### config.mk
export PLATFORM = sky130hd
export DESIGN_NAME = maze_mem_arbiter
export DESIGN_NICKNAME = d
export VERILOG_FILES = /design/src/rtl/maze_mem_arbiter.sv
export SDC_FILE = /design/constraint.sdc
export NUM_CORES = 1
export LEC_CHECK = 0
export CELL_PAD_IN_SITES_DETAIL_PLACEMENT = 0
export CELL_PAD_IN_SITES_GLOBAL_PLACEMENT = 2
export CORE_MARGIN = 5
export CORE_UTILIZATION = 25
export CTS_CLUSTER_SIZE = 14
export DETAILED_ROUTE_END_ITERATION = 10
export GPL_TIMING_DRIVEN = 1
export PLACE_DENSITY_LB_ADDON = 0.3
export SETUP_SLACK_MARGIN = 0.02
export SLEW_MARGIN = 20
export SYNTH_ARGS = -nofsm -noshare
export SYNTH_HDL_FRONTEND = slang
export SYNTH_SLANG_ARGS = --single-unit
### constraint.sdc
create_clock -name clk -period 3.1 [get_ports clk]
set_clock_uncertainty 0.05 [all_clocks]
set_input_delay 0.62 -clock clk [delete_from_list [all_inputs] [get_ports clk]]
set_output_delay 0.62 -clock clk [all_outputs]
set_load 0.01 [all_outputs]
### src/rtl/maze_mem_arbiter.sv
// Maze RAM arbiter: the renderer reads at any time, and two game ports share the
// single-port RAM during blanking. The renderer always pre-empts a pending game issue.
module maze_mem_arbiter #(
    parameter int         MAZE_CELLS = 1200,
    parameter logic [2:0] WALL_CODE  = 3'b000
) (
    input  logic        clk,
    input  logic        rst,
    input  logic        blank,
    input  logic        vga_rd,
    input  logic [10:0] vga_addr,
    output logic [2:0]  vga_data,
    output logic        vga_valid,
    input  logic        p0_req,
    input  logic        p0_we,
    input  logic [10:0] p0_addr,
    input  logic [2:0]  p0_wdata,
    output logic        p0_gnt,
    output logic        p0_done,
    output logic [2:0]  p0_rdata,
    input  logic        p1_req,
    input  logic        p1_we,
    input  logic [10:0] p1_addr,
    input  logic [2:0]  p1_wdata,
    output logic        p1_gnt,
    output logic        p1_done,
    output logic [2:0]  p1_rdata,
    output logic [10:0] mem_addr,
    output logic        mem_we,
    output logic [2:0]  mem_wdata,
    input  logic [2:0]  mem_rdata
);

    typedef enum logic [1:0] {IDLE, ISSUE, CAPTURE, DONE} state_t;

    state_t      state, state_next;
    logic        last;
    logic        sel_p1;
    logic        start;
    logic        cur;
    logic        cur_we;
    logic [10:0] cur_addr;
    logic [2:0]  cur_wdata;
    logic        cur_oor;
    logic        vga_oor_p1;
    logic [2:0]  rd_val;

    function automatic logic out_of_range(input logic [10:0] a);
        return 32'(a) >= 32'(MAZE_CELLS);
    endfunction

    // Round-robin: on contention serve the port that was not served last.
    assign sel_p1 = (p0_req && p1_req) ? ~last : p1_req;
    assign start  = rst && (state == IDLE) && blank && (p0_req || p1_req);
    assign rd_val = cur_oor ? WALL_CODE : mem_rdata;

    always_ff @(posedge clk or negedge rst) begin
        if (!rst) state <= IDLE;
        else      state <= state_next;
    end

    always_comb begin
        state_next = state;
        case (state)
            IDLE:    if (start) state_next = ISSUE;
            ISSUE:   if (!vga_rd) state_next = CAPTURE;
            CAPTURE: state_next = DONE;
            DONE:    state_next = IDLE;
            default: state_next = IDLE;
        endcase
    end

    always_comb begin
        p0_gnt    = start && !sel_p1;
        p1_gnt    = start && sel_p1;
        p0_done   = (state == DONE) && !cur;
        p1_done   = (state == DONE) && cur;
        mem_addr  = 11'd0;
        mem_we    = 1'b0;
        mem_wdata = 3'd0;
        // Renderer owns the port whenever it asks; otherwise an in-range game issue.
        if (rst && vga_rd) begin
            mem_addr = vga_addr;
        end else if ((state == ISSUE) && !cur_oor) begin
            mem_addr  = cur_addr;
            mem_we    = cur_we;
            mem_wdata = cur_we ? cur_wdata : 3'd0;
        end
        vga_data = vga_valid ? (vga_oor_p1 ? WALL_CODE : mem_rdata) : 3'd0;
    end

    // Control state and visible read results.
    always_ff @(posedge clk or negedge rst) begin
        if (!rst) begin
            last       <= 1'b1;
            cur        <= 1'b0;
            vga_valid  <= 1'b0;
            vga_oor_p1 <= 1'b0;
            p0_rdata   <= 3'd0;
            p1_rdata   <= 3'd0;
        end else begin
            vga_valid  <= vga_rd;
            vga_oor_p1 <= out_of_range(vga_addr);
            if (start) begin
                last <= sel_p1;
                cur  <= sel_p1;
            end
            if ((state == CAPTURE) && !cur_we) begin
                if (cur) p1_rdata <= rd_val;
                else     p0_rdata <= rd_val;
            end
        end
    end

    // Latched request fields of the granted port.
    always_ff @(posedge clk) begin
        if (start) begin
            cur_we    <= sel_p1 ? p1_we : p0_we;
            cur_addr  <= sel_p1 ? p1_addr : p0_addr;
            cur_wdata <= sel_p1 ? p1_wdata : p0_wdata;
            cur_oor   <= out_of_range(sel_p1 ? p1_addr : p0_addr);
        end
    end

endmodule
* Word level (Yosys, flattened, before mapping) *
Index checks and enable logic that the tools add are counted.
W data, S select, Z words.

word-level totals
  register bits = 28
  bits in latches = 0
  RAM bits = 0
  memory bits (read-only) = 0
  memories kept = 0

operators by class
  add/subtract/negate cells = 0
  multiply operators = 0
  div/mod/pow operators = 0
  order comparisons = 2
  equality and inequality tests = 5
  shifts and indexed selects = 0
  multiplexer cells = 17
  bitwise logic cells = 2
  reduce and logical (&&, ||, !) cells = 20

operator list
  operator                count
  $mux W11                3
  $ge A11 B11 Y1 const B  2
  $mux W3                 7
  $logic_and A1 B1 Y1     11
  $pmux W2 S4             1
  $reduce_and A2 Y1       3
  $eq A2 B2 Y1 const B    2
  $logic_not A1 Y1        4
  $mux W1                 4
  $mux W2                 2
  $ne A2 B2 Y1 const B    2
  $eq A2 B1 Y1 const B    1
  $logic_not A2 Y1        1
  $not A1 Y1              2
  $logic_or A1 B1 Y1      1

* Logic depth before layout (Yosys ltp) *
Gate-level depths: netlist of the first run.

  depth after elaboration = 6
  depth in mapped cells = 6
  gate-level depth less buffers = 6

* Least setup slack after synthesis of the first run *
OpenSTA, ideal clock, no wires.

  path kind = input -> output
  start point = input vga_rd
  end point = output mem_we
  arrival = 1.412 ns
  data required time = 2.430 ns
  slack = 1.018 ns
  stages on the path = 4
  cells stage by stage = and2_1 > nor3b_2 > buf_4 > and2_1

on the way
  longest elaborated chain between the ends = 2

RTL lines
  item                 RTL line  RTL
  start: declaration   10        input logic vga_rd,
  $logic_and A1 B1 Y1  82        if (rst && vga_rd) begin
  $mux W1              82
  end: declaration     29        output logic mem_we,

No other way between the ends.

* Worst setup path in the final report of the first run *
  start point = input vga_rd
  end point = output mem_wdata[2]

on the way
  longest elaborated chain between the ends = 2

RTL lines
  item                 RTL line  RTL
  $logic_and A1 B1 Y1  82
  $mux W3              82
  end: declaration     30        output logic [2:0] mem_wdata,

No other way between the ends.

==> qor.json, run 1 <==
{
  "gr-total-overflow": {"value": 0},
  "placementRows": {"value": 28},
  "max_clk_rate": {"value": 335, "unit": "MHz"},
  "crit_slowest_cell": {"value": "sky130_fd_sc_hd__clkdlybuf4s50_1"},
  "number_of_global_route_vias_before_repair": {"value": 1341},
  "coreArea": {"value": 0.00585, "unit": "mm2"},
  "run_status": {"value": "finished, final reports clean"},
  "timing.setup.critical_path_class": {"value": "in2out"},
  "finalMaxSlewViolations": {"value": 0},
  "yosysWarningCount": {"value": 0},
  "max_slew_margin": {"value": 0.585},
  "grt_pass1_wl": {"value": 6560, "unit": "um"},
  "numnets_final": {"value": 252},
  "crit_path_max_fanout": {"value": 15},
  "wl_per_cell": {"value": 15.1, "unit": "um"},
  "hold-path-cell-count": {"value": 2},
  "floorplan.initialDensity": {"value": 0.254},
  "floorplan.die.width": {"value": 87.0, "unit": "um"},
  "max_cap_violations": {"value": 0},
  "end_kind": {"value": "output port"},
  "pwrdens": {"value": 542, "unit": "mW/mm2"},
  "ys_dominant_reg_cell": {"value": "sky130_fd_sc_hd__edfxtp_1"},
  "layout.cells.non_filler": {"value": 271},
  "layout_worst_path_cycle_share": {"value": 0.962},
  "hpwl_after_detailed_placement": {"value": 3420, "unit": "um"},
  "setup_viol": {"value": 0},
  "worst-r2r-setup-slack": {"value": 1.26, "unit": "ns"},
  "via_count": {"value": 1204},
  "drt_pre_antenna_iters": {"value": 4},
  "floorplan.die.height": {"value": 87.0, "unit": "um"},
  "final_standard_cell_utilization_of_the_core": {"value": 0.420},
  "worstPathCellList": {"value": "clkdlybuf4s50_1, and2_1, nor3b_2, buf_6, and3_1, clkdlybuf4s50_1"},
  "synthesis.instances": {"value": 110},
  "clock_path_buffers": {"value": 2},
  "power.leakage": {"value": 0.966, "unit": "nW"},
  "drt_first_iter_violations": {"value": 26},
  "syn_area": {"value": 0.00148, "unit": "mm2"},
  "tritoncts_num_sinks": {"value": 28},
  "route.detailed.vias_per_inst": {"value": 4.44},
  "number_of_antenna_violations_at_the_first_check_in_global_routing": {"value": 0},
  "hold_path.class": {"value": "reg2reg"},
  "final.min_clock_period": {"value": 2.98, "unit": "ns"},
  "hold_startpoint": {"value": "p1_rdata[2]"},
  "clk_root_buffer_cell": {"value": "sky130_fd_sc_hd__clkbuf_8"},
  "routed_wire_length": {"value": 4080, "unit": "um"},
  "synth-edff-count": {"value": 16},
  "multiInputGateArea": {"value": 661, "unit": "um2"},
  "stdcell_area": {"value": 0.00246, "unit": "mm2"},
  "placement.cell_area": {"value": 0.00239, "unit": "mm2"},
  "crit_path_start_kind": {"value": "input pin"},
  "r2r_start": {"value": "state[0]"},
  "final.fill_count": {"value": 565},
  "power": {"value": 0.00133, "unit": "W"},
  "area_growth_syn_to_layout": {"value": 65.7, "unit": "%"},
  "placedCellCount": {"value": 267},
  "num_io_pins": {"value": 79},
  "cp_common_cell": {"value": "sky130_fd_sc_hd__clkdlybuf4s50_1"},
  "r2r_end": {"value": "p0_rdata[1]"},
  "sequential_cell_area": {"value": 782, "unit": "um2"},
  "clock_tree_from_tritoncts": {"value": "built"},
  "post_route_cells_drive_above_1_share": {"value": 0.168},
  "gp_routability_congestion": {"value": 0.747},
  "worstPathArrival": {"value": 2.31, "unit": "ns"},
  "synth.avg_cell_area": {"value": 13.5, "unit": "um2"},
  "clock_tree.htree_level_count": {"value": 1},
  "synth.ff_latch_count": {"value": 28},
  "worstSkewPairLatency": {"value": 0.27, "unit": "ns"},
  "grt_start_max_net_pins": {"value": 18},
  "drc_viols": {"value": 0},
  "syn_nets": {"value": 165},
  "unrepaired_setup_endpoints_after_global_routing": {"value": "true"},
  "worst_setup_hold_path_clk_slew": {"value": 0.10, "unit": "ns"},
  "cp_slowest_stage_delay": {"value": 0.53, "unit": "ns"},
  "timing.hold.worst_endpoint": {"value": "p1_rdata[2]"},
  "async_flop_share": {"value": 0.429},
  "antenna_violating_nets_post_route": {"value": 0},
  "ir_drop": {"value": 214, "unit": "uV"},
  "timing.reg2reg.worst_path_depth": {"value": 4},
  "antennaDiodeCount": {"value": 0},
  "dieArea": {"value": 0.00758, "unit": "mm2"},
  "synth_cell_type_count": {"value": 34},
  "count_of_final_hold_check_violations": {"value": 0},
  "port_buffers": {"value": 78},
  "worstPathRequired": {"value": 2.43, "unit": "ns"},
  "final.setup.tns": {"value": 0, "unit": "ns"},
  "cts_inserted_buffers": {"value": 3},
  "track_usage": {"value": 0.111},
  "tightest_slew": {"value": 0.622, "unit": "ns"},
  "synth.yosys.seq_area_share": {"value": 0.527},
  "post_cts_hold_buffer_count": {"value": 0}
}
-- through the flow --
stage          setup WS (ns)  hold slack, ns
3_5_place_dp          0.0964           0.435
4_1_cts               0.0894           0.459
3_3_place_gp           0.104           0.412
2_1_floorplan           1.02           0.274
5_1_grt               0.0151           0.493
6_report               0.119           0.447
-- power by group --
group          internal [W]  switching (W)  total [W]
sequential         0.000489      0.0000484   0.000537
clock              0.000140       0.000115   0.000255
combinational      0.000316       0.000225   0.000541
total              0.000945       0.000388    0.00133
-- cells in the mapped netlist (2+ instances only) --
| master | n | area [um2] |
|---|---|---|
| sky130_fd_sc_hd__a21oi_1 | 2 | 10.0 |
| sky130_fd_sc_hd__a22o_1 | 11 | 96.3 |
| sky130_fd_sc_hd__and2_1 | 6 | 37.5 |
| sky130_fd_sc_hd__and3_1 | 3 | 18.8 |
| sky130_fd_sc_hd__dfrtp_1 | 11 | 275 |
| sky130_fd_sc_hd__edfxtp_1 | 16 | 480 |
| sky130_fd_sc_hd__ha_1 | 5 | 62.6 |
| sky130_fd_sc_hd__inv_1 | 5 | 18.8 |
| sky130_fd_sc_hd__mux2_1 | 4 | 45.0 |
| sky130_fd_sc_hd__mux2_2 | 11 | 124 |
| sky130_fd_sc_hd__mux2_4 | 3 | 45.0 |
| sky130_fd_sc_hd__mux2i_1 | 2 | 20.0 |
| sky130_fd_sc_hd__nand2_1 | 3 | 11.3 |
| sky130_fd_sc_hd__nor2b_1 | 5 | 31.3 |
| sky130_fd_sc_hd__o21ai_0 | 4 | 20.0 |
-- state kept, by name, indices dropped and copies added (netlist names) --
name and cells:
cur 1, cur_addr 11, cur_oor 1, cur_wdata 3, cur_we 1, last 1, p0_rdata 3, p1_rdata 3
state 2, vga_oor_p1 1, vga_valid 1
-- how the worst max path moves through the flow --
stage / cells after the start / slack (ns) / startpoint / endpoint
3_3_place_gp: 6 / 0.10 / vga_rd / mem_we
5_1_grt: 6 / 0.02 / vga_rd / mem_wdata[2]
3_5_place_dp: 6 / 0.1 / vga_rd / mem_we
6_report: 6 / 0.12 / vga_rd / mem_wdata[2]
2_1_floorplan: 4 / 1.02 / vga_rd / mem_we
4_1_cts: 6 / 0.09 / vga_rd / mem_wdata[2]
-- routing by layer --
metal | up-vias | wire length (um) | track usage
met5 | - | 0 | 0
met4 | 0 | 39 | 0.0297
met3 | 2 | 235 | 0.0265
met2 | 35 | 2260 | 0.206
met1 | 580 | 1540 | 0.126
li1 | 587 | - | -
-- cell type report --
| cell class | count | share of cell area |
|---|---|---|
| clock buffer | 4 | 0.0270 |
| sequential | 28 | 0.318 |
| multi-input combinational | 74 | 0.269 |
| tap | 75 | 0.0382 |
| timing repair buffer | 85 | 0.340 |
| inverter | 5 | 0.00763 |
-- critical path, delay by kind of cell --
family | cells | cell delay, ns
buffers and inverters | 3 | 1.14
and+or+nand+nor | 3 | 0.54
-- placed cells by master, fill, tap and decap left out, types with 2 or more instances in the layout --
cell                              netlist  layout
sky130_fd_sc_hd__nor2b_1                5       5
sky130_fd_sc_hd__ha_1                   5       5
sky130_fd_sc_hd__edfxtp_1              16      16
sky130_fd_sc_hd__clkbuf_8               0       3
sky130_fd_sc_hd__mux2i_1                2       2
sky130_fd_sc_hd__o21ai_0                4       4
sky130_fd_sc_hd__mux2_2                11      11
sky130_fd_sc_hd__a22o_1                11      11
sky130_fd_sc_hd__mux2_1                 4       4
sky130_fd_sc_hd__a21oi_1                2       2
sky130_fd_sc_hd__nand2_1                3       3
sky130_fd_sc_hd__buf_4                  1       6
sky130_fd_sc_hd__and3_1                 3       3
sky130_fd_sc_hd__clkdlybuf4s50_1        0      78
sky130_fd_sc_hd__dfrtp_1               11      11
sky130_fd_sc_hd__inv_1                  5       5
sky130_fd_sc_hd__and2_1                 6       6
sky130_fd_sc_hd__mux2_4                 3       3
-- logic make-up after synthesis --
group           share of synthesized area
simple gates                        0.103
mux                                 0.158
buf+inv                            0.0278
compound gates                      0.143
flops                               0.527
fa+ha+maj                          0.0422
-- timing repair --
item                       in CTS  in global routing
gates resized for setup         0                  1
setup endpoints to repair       0                  2
hold endpoints to repair        0                  0
setup buffers                   0                  0
No activity file was read; power rests on OpenSTA's default activity.
==> run 2, diff against run 1 <==
--- a/config.mk
+++ b/config.mk
@@ -11,7 +11,6 @@
 export CORE_UTILIZATION = 25
 export CTS_CLUSTER_SIZE = 14
 export DETAILED_ROUTE_END_ITERATION = 10
-export GPL_TIMING_DRIVEN = 1
 export PLACE_DENSITY_LB_ADDON = 0.3
 export SETUP_SLACK_MARGIN = 0.02
 export SLEW_MARGIN = 20
==> results of run 2 <==
Final layout, timing and power as in run 1 (identical DEF).
